$ cat src/rtl/ppe_pkg.sv
// Shared PPE/NoC packet definitions: field positions, destination IDs and opcodes.
// Packet layout is dest[29:26] | opcode[25] | data[24:0].
package ppe_pkg;

   localparam int PKT_W      = 30;
   localparam int ADDR_START = 29;
   localparam int ADDR_END   = 26;
   localparam int OPCODE     = 25;
   localparam int DATA_START = 24;
   localparam int DATA_END   = 0;

   localparam int IMEM_ID    = 10;

   localparam logic OP_WEIGHT = 1'b0;
   localparam logic OP_INPUT  = 1'b1;

   typedef struct packed {
      logic [ADDR_START-ADDR_END:0]  dest;
      logic                          opcode;
      logic [DATA_START-DATA_END:0]  data;
   } packet_t;

endpackage

$ cat src/rtl/ppe_rr_pick.sv
// Combinational round-robin picker: first set bit of req searching from
// last_grant+1 upward, wrapping modulo N.
module ppe_rr_pick #(
   parameter  int N  = 5,
   localparam int IW = $clog2(N)
) (
   input  logic [N-1:0]  req,
   input  logic [IW-1:0] last_grant,
   output logic          found,
   output logic [IW-1:0] grant
);

   logic [IW-1:0] idx;

   always_comb begin
      found = 1'b0;
      grant = '0;
      idx   = '0;
      // k = N revisits last_grant itself, so a lone requester keeps winning
      for (int k = 1; k <= N; k++) begin
         idx = IW'((int'(last_grant) + k) % N);
         if (!found && req[idx]) begin
            found = 1'b1;
            grant = idx;
         end
      end
   end

endmodule

$ cat src/rtl/ppe_out_arbiter.sv
// Round-robin arbiter sharing one NoC output link among N_REQ PPEs, with a
// single-entry output register, I_MEM flag and forwarded-packet counter.
module ppe_out_arbiter #(
   parameter  int N_REQ   = 5,
   parameter  int PKT_W   = 30,
   parameter  int IMEM_ID = 10,
   parameter  int CNT_W   = 16,
   localparam int IW      = $clog2(N_REQ)
) (
   input  logic                   clk,
   input  logic                   rst_n,
   input  logic [N_REQ-1:0]       req_valid,
   input  logic [N_REQ*PKT_W-1:0] req_data,
   output logic [N_REQ-1:0]       req_ready,
   output logic                   out_valid,
   output logic [PKT_W-1:0]       out_data,
   input  logic                   out_ready,
   output logic                   out_is_imem,
   output logic [IW-1:0]          last_grant,
   output logic [CNT_W-1:0]       fwd_count
);

   import ppe_pkg::*;

   localparam int DEST_W = ADDR_START - ADDR_END + 1;

   logic [N_REQ-1:0][PKT_W-1:0] req_pkt;
   logic                        found;
   logic [IW-1:0]               grant;
   logic                        slot_free;
   logic                        fire;
   logic [PKT_W-1:0]            win_pkt;

   assign req_pkt = req_data;

   ppe_rr_pick #(.N(N_REQ)) u_pick (
      .req        (req_valid),
      .last_grant (last_grant),
      .found      (found),
      .grant      (grant)
   );

   // Drain and refill may happen on the same edge.
   assign slot_free = !out_valid || out_ready;
   // rst_n gating keeps req_ready low while the register is held in reset.
   assign fire      = found && slot_free && rst_n;
   assign win_pkt   = req_pkt[grant];

   always_comb begin
      req_ready = '0;
      if (fire)
         req_ready[grant] = 1'b1;
   end

   always_ff @(posedge clk or negedge rst_n) begin
      if (!rst_n) begin
         out_valid   <= 1'b0;
         out_data    <= '0;
         out_is_imem <= 1'b0;
         last_grant  <= IW'(N_REQ - 1);
         fwd_count   <= '0;
      end else if (fire) begin
         out_valid   <= 1'b1;
         out_data    <= win_pkt;
         out_is_imem <= (win_pkt[ADDR_START:ADDR_END] == DEST_W'(IMEM_ID));
         last_grant  <= grant;
         fwd_count   <= fwd_count + CNT_W'(1);
      end else if (out_ready) begin
         out_valid   <= 1'b0;
      end
   end

endmodule

$ cat config.mk
export PLATFORM = sky130hd
export DESIGN_NAME = ppe_out_arbiter
export DESIGN_NICKNAME = d
export VERILOG_FILES = /design/src/rtl/ppe_pkg.sv /design/src/rtl/ppe_rr_pick.sv /design/src/rtl/ppe_out_arbiter.sv
export SDC_FILE = /design/constraint.sdc
export NUM_CORES = 1
export LEC_CHECK = 0
export ABC_CLOCK_PERIOD_IN_PS = 5800
export CORE_MARGIN = 1.5
export CORE_UTILIZATION = 40
export DETAILED_ROUTE_END_ITERATION = 10
export PLACE_DENSITY = 0.79
export SYNTH_ARGS = -nofsm -noshare
export SYNTH_HDL_FRONTEND = slang
export SYNTH_SLANG_ARGS = --single-unit
$ cat constraint.sdc
create_clock -name clk -period 5.8 [get_ports clk]
set_input_delay 1.16 -clock clk [delete_from_list [all_inputs] [get_ports clk]]
set_output_delay 1.16 -clock clk [all_outputs]
set_load 0.005 [all_outputs]
* After elaboration in Yosys (flattened, before gate mapping) *
Index checks and enable logic that the tools add are counted.

cells by class
  equal/unequal tests = 1
  multiplexer cells = 27
  reductions and logical operators = 14
  add/sub/neg operators = 6
  div/mod/pow operators = 5
  $lt $le $gt $ge = 7

operators by type and width
  operator                                                            number
  remainder unit 32 x 4 -> 32 bit (second input constant)             5
  binary-select mux 30 bit (select 3 bit)                             1
  2-to-1 mux 30 bit                                                   1
  less-than comparator 3 x 4 -> 1 bit (second input constant)         6
  adder 16 x 1 -> 16 bit (second input constant)                      1
  binary-select mux 1 bit (select 3 bit)                              5
  2-to-1 mux 3 bit                                                    5
  2-to-1 mux 1 bit                                                    13
  adder 3 x 2 -> 4 bit (second input constant)                        2
  adder 3 x 3 -> 4 bit (second input constant)                        2
  logical AND 1 bit                                                   7
  zero test 1 bit                                                     5
  2-to-1 mux 5 bit                                                    1
  adder 3 x 1 -> 4 bit (second input constant)                        1
  equality test 4 bit (second input constant)                         1
  demux 1 bit (select 3 bit)                                          1
  greater-or-equal comparator 3 x 1 -> 1 bit (second input constant)  1
  nonzero test 2 bit                                                  1
  logical OR 1 bit                                                    1

storage, ports and cells
  bits of input ports = 158
  flip-flop bits (word level) = 51
  word-level logic and storage cells = 65

* Logic depth before layout (Yosys ltp) *
Gate-level depths: netlist (run 1).

  depth after elaboration = 22
  mapped depth = 22

* By module *
From an unflattened synthesis (run 1), not the netlist that was laid out.

second synthesis, totals
  cell total of the unflattened synthesis = 540
  area total of the unflattened synthesis = 4,918.5 um^2

by module, submodules not included
  module           sequential area each (um^2)  area an instance (um^2)  instances  cells an instance
  ppe_out_arbiter  1,277.5                      3,219.3                  1          310
  ppe_rr_pick      0.0                          1,699.1                  1          230

* Least setup slack after synthesis (run 1) *
Ideal clock, no wire load.

  path type = register -> output
  start point = register last_grant[0]
  end point = output port req_ready[0]
  path buffers = 3
  arrival = 4.829 ns
  setup slack = -0.189 ns
  required time = 4.640 ns
  cell stages (with the launch flop) = 20
  path through = dfrtp_1 > clkinv_1 > clkbuf_1 > ha_1 > buf_2 > inv_2 > ha_1 > inv_1 > ha_1 > and4b_1 > a211oi_1 > o21bai_2 > o31a_1 > a21o_1 > or3_4 > or4_4 > mux2i_4 > nand2b_2 > buf_2 > nor2_1

between the ends
  cells in the longest elaborated chain, start to end = 22
  elaborated cells on any way between the ends = 46
  those cells by class = add/sub (5); div (5); order compare (2); mux (23); reduce/logical (11)

RTL lines
  item                                                                                                                            line                   RTL
  start, declared                                                                                                                 ppe_out_arbiter.sv:19  output logic [IW-1:0] last_grant,
  start signal, assigned                                                                                                          ppe_out_arbiter.sv:60  last_grant <= IW'(N_REQ - 1);
  start signal, assigned                                                                                                          ppe_out_arbiter.sv:66  last_grant <= grant;
  adder 3 x 1 -> 4 bit                                                                                                            ppe_rr_pick.sv:21      idx = IW'((int'(last_grant) + k) % N);
  remainder unit 32 x 4 -> 32 bit                                                                                                 ppe_rr_pick.sv:21
  binary-select mux 1 bit (select 3 bit)                                                                                          ppe_rr_pick.sv:22      if (!found && req[idx]) begin
  2-to-1 mux 1 bit (not written as such)                                                                                          ppe_rr_pick.sv:22
  2-to-1 mux 1 bit                                                                                                                ppe_rr_pick.sv:22
  zero test 1 bit                                                                                                                 ppe_rr_pick.sv:22
  logical AND 1 bit                                                                                                               ppe_rr_pick.sv:22
  2-to-1 mux 1 bit                                                                                                                ppe_rr_pick.sv:22
  [6 not listed]                                                                                                                  --
  zero test 1 bit                                                                                                                 ppe_rr_pick.sv:22
  logical AND 1 bit                                                                                                               ppe_rr_pick.sv:22
  2-to-1 mux 3 bit                                                                                                                ppe_rr_pick.sv:22
  less-than comparator 3 x 4 -> 1 bit (not written as such) / greater-or-equal comparator 3 x 1 -> 1 bit (equally long branches)  ppe_out_arbiter.sv:52  req_ready[grant] = 1'b1;
  logical AND 1 bit (not written as such)                                                                                         ppe_out_arbiter.sv:52
  2-to-1 mux 1 bit (not written as such)                                                                                          ppe_out_arbiter.sv:52
  demux 1 bit (select 3 bit)                                                                                                      ppe_out_arbiter.sv:52
  2-to-1 mux 5 bit (*)                                                                                                            ppe_out_arbiter.sv:51  if (fire)
  end, declared                                                                                                                   ppe_out_arbiter.sv:14  output logic [N_REQ-1:0] req_ready,

Every way passes the cells marked *; elsewhere a longest branch is shown, timed or not. The select of a mux whose other input is x is not followed.

* Worst setup path after layout (run 1) *
  start point = register last_grant[2]
  end point = output port req_ready[2]

Same word-level chain as after synthesis.

==> results of run 1 <==
flip-flops by register name (all words and copies together), names as in the netlist:
signal	count
fwd_count	16
last_grant	3
out_data	30
out_is_imem	1
out_valid	1
logic make-up after synthesis:
kind of cell,count (synthesis)
AND/OR/NAND/NOR,149
adder cells (fa/ha/maj),24
flip-flops,51
XOR/XNOR,26
AO/OA/AOI/OAI,137
multiplexers,100
buffers and inverters,60
placed cells by master (no fill, tap or decap), types with 7 or more instances in the layout:
cell type	n
clkdlybuf4s50_1	207
mux2i_1	63
xnor2_1	15
o221ai_2	11
ha_1	17
mux2_2	29
buf_4	74
a21oi_1	20
nand2_1	58
a21o_1	7
a211oi_1	9
dfrtp_1	48
o221ai_1	18
nor2_1	18
inv_1	20
nor3_1	9
o21ai_0	13
nor4_1	7
stage by stage:
step	setup TNS (ns)	cells	util
after global routing	-0.1179	985	0.6872
after global placement	0	947	0.6272
after detailed placement	-0.1057	947	0.6272
final	0	985	0.6872
after CTS	-0.3859	961	0.6543
after floorplan	0	547	-
worst paths after layout:
check	to	from
max in group asynchronous	last_grant[1]$_DFFE_PN0P_	rst_n
max reg2reg	out_is_imem$_DFFE_PN0P_	last_grant[2]$_DFFE_PN1P_
min in group asynchronous	out_data[21]$_DFFE_PN0P_	rst_n
max	req_ready[2]	last_grant[2]$_DFFE_PN1P_
min	fwd_count[15]$_DFFE_PN0P_	fwd_count[15]$_DFFE_PN0P_
min reg2reg	fwd_count[15]$_DFFE_PN0P_	fwd_count[15]$_DFFE_PN0P_
layer usage:
layer	GRT usage	up-vias	wire, um
li1	-	2586	-
met1	0.3501	2657	7764
met3	0.04446	31	1226
met2	0.4675	222	9763
met5	0	-	0
met4	0.06996	0	348
layout make-up:
| type | instances | area [um2] | share of cell area |
|---|---|---|---|
| multi-input combinational | 436 | 3825 | 0.4576 |
| timing repair buffer | 293 | 2761 | 0.3304 |
| clock inverter | 3 | 43.79 | 0.005240 |
| tap | 168 | 210.2 | 0.02515 |
| clock buffer | 5 | 125.1 | 0.01497 |
| antenna | 1 | 2.502 | 0.0002994 |
| inverter | 28 | 110.1 | 0.01317 |
| sequential | 51 | 1280 | 0.1531 |
critical path: stages, from the launching register on:
cell	delay (ns)
dfstp_2	0.57
buf_12	0.13
xor2_4	0.24
inv_2	0.07
ha_1	0.20
inv_1	0.05
ha_1	0.23
and4b_1	0.27
a211oi_2	0.06
o21bai_4	0.19
o31a_1	0.33
a21o_1	0.20
or3_4	0.40
or4_4	0.45
buf_12	0.15
a211oi_4	0.26
nor2_4	0.08
buf_6	0.13
nor2_1	0.09
dlymetal6s2s_1	0.13
repair_timing:
item                       4_1_cts  5_1_grt
setup buffers                    6       23
setup endpoints to repair        5        5
gates resized for setup         26       51
hold buffers                     0        0
pin swaps                        6       25
==> flow_summary_export.csv, run 1 <==
group,metric,value,unit
run_status,status,"complete, no violations",
global_route,grt_pass1_vias,5490,
synthesis,yosysWarningCount,0,
layout,nets,997,
cts,clock_latency,0.29,ns
setup_path,criticalPathCategory,"flip-flop to output pin",
place,hpwl,14.79,mm
route,drt_iter0_markers,303,
synthesis,syn_area,5065,um2
synthesis,synth_top_family_by_area,"compound AO/OA/AOI/OAI gates",
floorplanning,fp.dieW,115.5,um
sta,period_minus_slack,5.701,ns
setup_path,crit_required,4.64,ns
synthesis,yosysMostFrequentCell,"mux2i_1",
synthesis,synth-compound-area-share,0.2196,
sta,max_freq,0.1754,GHz
setup_path,cp-start-kind,"flip-flop",
synthesis,ys_types,81,
sta,setup_viol,0,
sta,clock_skew,0.006485,ns
synthesis,synthTopCellsByCount,"66 x mux2i_1, 59 x nand2_1, 50 x dfrtp_1, 29 x mux2_2",
global_route,grt_pass1_wl,28.09,mm
synthesis,synth_mux_area_frac,0.2112,
synthesis,syn-num-nets,729,
route,antenna_left,0,
cts,cts_tree,"built",
layout,area_growth,65.02,%
synthesis,synth_area_leaders,"dfrtp_1 25%, mux2i_1 13%, mux2_2 6.4%",
sta,final_hold_viol_count,0,
setup_path,critPathArrivalTime,4.54,ns
floorplanning,dieArea,13350,um2
floorplanning,core_area,12160,um2
place,portBuffers,213,
synthesis,synth_xor_area_frac,0.05237,
worst_hold_path,worstHoldPathType,"flip-flop to flip-flop",
route,viasPerCell,5.580,
route,drcViolationCount,0,
global_route,antenna_found_initial,1,
layout,finalInstanceArea,8358,um2
place,place.gp.congestion,0.9671,
floorplanning,rows,40,
synthesis,async_flop_share,1.000,
sta,relSlewSlack,0.5155,
sta,hold_slack,0.4869,ns
setup_path,r2r_slack,0.41,ns
synthesis,ys_ff_latch,51,
route,routed_wl,19.10,mm
cts,path_clk_slew,0.07,ns
route,num_vias,5496,
cts,cts.sinks,51,
global_route,grt_max_degree,52,
layout,fill_cells,948,
synthesis,yosysTopAreaCellShare,0.2470,
synthesis,synth_top_area_cell,"dfrtp_1",
flow_run,maxCapViolCount,0,
place,placed_cell_area,7627,um2
synthesis,synth_ff_type,"dfrtp_1",
route,wl_per_cell,19.39,um
floorplanning,pin_count,214,
sta,worstMarginPinSlew,0.7268,ns
sta,drv_slew,0,
cts,cts_root_buf,"clkbuf_16",
route,dr.pass1.iters,8,
cts,cts_buffer_depth,2,
synthesis,synthSimpleGateAreaFrac,0.1467,
setup_path,endpoint_kind,"output pin",
global_route,grt.total_usage,0.2699,
global_route,grt.overflow.total,0,
setup_path,crit_path_max_fanout,5,
place,post-place-ws,-0.06395,ns
synthesis,syn_area_per_cell,9.259,um2
floorplanning,die_h,115.5,um
synthesis,synthCells,547,
synthesis,synth-adder-area-share,0.05929,
cts,cts_buffers,5,
cts,htreeDepth,2,
sta,fin_ws,0.09890,ns
sta,post-route-period-util,0.9829,
worst_hold_path,whs_path_depth,1,
synthesis,synth_edf_count,0,
synthesis,ys_seq_area_frac,0.2522,
floorplanning,initial_core_util,0.4165,
setup_path,r2r_cells,21,
layout,layout-drive-gt1-share,0.2525,
Power of run 1 is left out: the tool's default activity adds up to more than one toggle a clock period on the data nets, which glitch-free logic cannot reach.
==> inputs of run 2 (changes only) <==
--- a/config.mk
+++ b/config.mk
@@ -5,6 +5,7 @@
 export SDC_FILE = /design/constraint.sdc
 export NUM_CORES = 1
 export LEC_CHECK = 0
+export ABC_AREA = 1
 export ABC_CLOCK_PERIOD_IN_PS = 5800
 export CORE_MARGIN = 1.5
 export CORE_UTILIZATION = 40
==> run 2 against run 1 <==
Net effect:
- via count is 2.9% higher
- highest routed layer unchanged
- area after synthesis hardly changed
- final area is 10% lower
- first-iteration DRC count is 15% lower
- sequential cell count stayed put
- clock-buffer cell count stayed put
- worst hold slack better by 0.0029 ns
- die area hardly changed
- worst setup slack better by 0.24 ns
- non-clock buffer count is 63 lower
- final cell count is 17% higher
==> flow_summary_export.csv, run 2 <==
group,metric,value,unit
setup_path,timing.rr.start,"last_grant[0]$_DFFE_PN0P_",
setup_path,r2r-end,"out_data[24]$_DFFE_PN0P_",
sta,drv_slew,0,
setup_path,crit_required,4.64,ns
synthesis,ys_seq_area_frac,0.2522,
setup_path,endpoint_kind,"output pin",
cts,clock_latency,0.30,ns
synthesis,synthTopCellsByCount,"230 x nand2_1, 113 x inv_1, 76 x nand3_1, 50 x dfrtp_1, 36 x nor2_1",
setup_path,cp.depth,23,
synthesis,synth_top_family_by_area,"simple AND/OR/NAND/NOR gates",
floorplanning,core_area,12160,um2
floorplanning,dieArea,13350,um2
global_route,grt_pass1_vias,5288,
route,antenna_left,0,
floorplanning,initial_core_util,0.4166,
sta,max_freq,0.1830,GHz
sta,period_minus_slack,5.465,ns
sta,setup_tns,0,ns
cts,cts.sinks,51,
global_route,grt_pass1_wl,26.01,mm
setup_path,path_buf_inv,3,
setup_path,r2r_slack,0.88,ns
synthesis,synth_ff_type,"dfrtp_1",
synthesis,yosysMostFrequentCell,"nand2_1",
synthesis,synth_xor_area_frac,0.04075,
worst_hold_path,worstHoldEndpoint,"out_data[27]$_DFFE_PN0P_",
flow_run,maxCapViolCount,0,
layout,multi_input_area,3124,um2
sta,worstMarginPinSlew,1.027,ns
place,portBuffers,213,
synthesis,synthCells,780,
cts,htreeDepth,2,
cts,cts_buffer_depth,2,
layout,area_growth,48.26,%
setup_path,criticalPathCategory,"flip-flop to output pin",
global_route,antenna_found_initial,1,
sta,relSlewSlack,0.3155,
setup_path,worst_path_max_delay_cell,"clkdlybuf4s50_1",
setup_path,r2r_cells,23,
setup_path,critPathArrivalTime,4.31,ns
cts,cts_tree,"built",
synthesis,ys_ff_latch,51,
route,viasPerCell,4.890,
worst_hold_path,whs_path_depth,2,
layout,layout-drive-gt1-share,0.08824,
synthesis,syn_area_per_cell,6.495,um2
synthesis,synthSimpleGateAreaFrac,0.3522,
synthesis,ys_types,44,
cts,cts_root_buf,"clkbuf_16",
setup_path,crit_path_max_fanout,8,
synthesis,synth-adder-area-share,0.05927,
layout,layout_common_cells,"230 x nand2_1, 212 x clkdlybuf4s50_1, 112 x inv_1",
worst_hold_path,worstHoldPathType,"flip-flop to flip-flop",
route,drcViolationCount,0,
route,routed_wl,16.44,mm
synthesis,synth_edf_count,0,
setup_path,cp_top_family,"simple AND/OR/NAND/NOR gates",
floorplanning,rows,40,
layout,fill_cells,1168,
floorplanning,fp.dieW,115.5,um
place,hpwl,13.09,mm
layout,regMostFlops,"out_data",
route,drt_iter0_markers,257,
route,num_vias,5653,
place,place.gp.congestion,0.9018,
layout,largest_reg_flops,30,
sta,setup_viol,0,
run_status,status,"complete, no violations",
synthesis,yosysTopAreaCellShare,0.2470,
synthesis,synth_mux_area_frac,0,
floorplanning,die_h,115.5,um
synthesis,synth-compound-area-share,0.1595,
layout,largestRegisters,"out_data x30, fwd_count x16, last_grant x3",
cts,cts_buffers,5,
floorplanning,pin_count,214,
layout,seq_area,1280,um2
sta,post-route-period-util,0.9423,
setup_path,path_common_cell,"nand2_1",
synthesis,async_flop_share,1.000,
route,wl_per_cell,14.22,um
setup_path,crit_chain,"clkinvlp_4 > ha_1 > ha_1 > nor2_1 > nand2_1 > nand2_1 > xor2_2 > ha_1 > nand2_1 > nand2_1 > nand2_1 > nand2_1 > nand2_1 > a21oi_1 > o21ai_1 > nand3_1 > nand2_1 > nand3b_1 > nand2_4 > nor2_4 > inv_1 > nor3_1 > clkdlybuf4s50_1",
route,dr.pass1.iters,4,
worst_hold_path,min_from,"out_data[27]$_DFFE_PN0P_",
synthesis,yosysWarningCount,0,
cts,path_clk_slew,0.07,ns
setup_path,cp-start-kind,"flip-flop",
layout,nets,1167,
synthesis,synth_area_leaders,"dfrtp_1 25%, nand2_1 17%, inv_1 8.4%",
sta,final_hold_viol_count,0,
synthesis,synth_top_area_cell,"dfrtp_1",
global_route,grt.total_usage,0.2497,
global_route,grt.overflow.total,0,
layout,final_common_cell,"nand2_1",
setup_path,max_stage_delay,0.56,ns
synthesis,syn_area,5066,um2
synthesis,syn-num-nets,962,
global_route,grt_max_degree,105,
sta,clock_skew,0.001773,ns
run 2: changes by cell type after synthesis, sizes merged, moves of 9 or more:
cell,previous run,this run
nand3,6,81
xnor2,19,7
o211ai,3,28
a211oi,13,0
o22ai,1,21
o21ai,18,52
mux2,32,0
nand2b,9,0
mux2i,67,0
nor2,22,39
o221ai,29,0
nand2,59,247
inv,27,125
run 2: cell families after synthesis:
kind of cell,Yosys count
flip-flops,51
AO/OA/AOI/OAI,128
buffers and inverters,160
AND/OR/NAND/NOR,395
adder cells (fa/ha/maj),24
XOR/XNOR,22
run 2: metal layers:
metal / global-route usage / up-vias / wire length, um
li1: - / 2920 / -
met1: 0.3000 / 2520 / 6909
met2: 0.4323 / 191 / 8102
met3: 0.06538 / 22 / 1059
met4: 0.08642 / 0 / 365
met5: 0 / - / 0
run 2: final cells by class:
type                    instances  share of cell area
repair buffers                230              0.3002
clock buffers                   5             0.01666
inverters                     128             0.06480
well taps                     168             0.02799
diodes                          2           0.0006663
clock inverters                 3            0.003332
multi-input cells             569              0.4160
flip-flops and latches         51              0.1704
run 2: worst max path at each step:
| stage | startpoint | end | slack (ns) |
|---|---|---|---|
| 5_1_grt | last_grant[0]$_DFFE_PN0P_ | req_ready[0] | -0.01 |
| 6_report | last_grant[0]$_DFFE_PN0P_ | req_ready[0] | 0.33 |
| 3_5_place_dp | last_grant[1]$_DFFE_PN0P_ | req_ready[0] | 0.37 |
| 2_1_floorplan | last_grant[0]$_DFFE_PN0P_ | req_ready[0] | 0.88 |
| 4_1_cts | last_grant[1]$_DFFE_PN0P_ | req_ready[0] | 0.02 |
| 3_3_place_gp | last_grant[1]$_DFFE_PN0P_ | req_ready[0] | 0.44 |
run 2: tightest hold or removal path: stages (launching register included):
cell     delay (ns)
dfrtp_1        0.35
nand2_1        0.05
nand2_1        0.06
run 2: repair_timing:
action	in CTS	in global routing
setup endpoints to repair	0	5
resized for setup	0	8
hold buffers	0	0
setup buffers	0	5
run 2: stage by stage:
step / area, um2 / worst slack (ns) / std cells / hold slack [ns] / util
3_5_place_dp: 7287 / 0.3652 / 1141 / 0.4734 / 0.5992
3_3_place_gp: 7287 / 0.4369 / 1141 / 0.4660 / 0.5992
4_1_cts: 7437 / 0.01678 / 1149 / 0.4925 / 0.6115
6_report: 7511 / 0.3346 / 1156 / 0.4898 / 0.6176
5_1_grt: 7508 / -0.009574 / 1155 / 0.5173 / 0.6174
2_1_floorplan: 5066 / 0.8819 / 780 / 0.4724 / -
Power of run 2 is left out for the same reason.
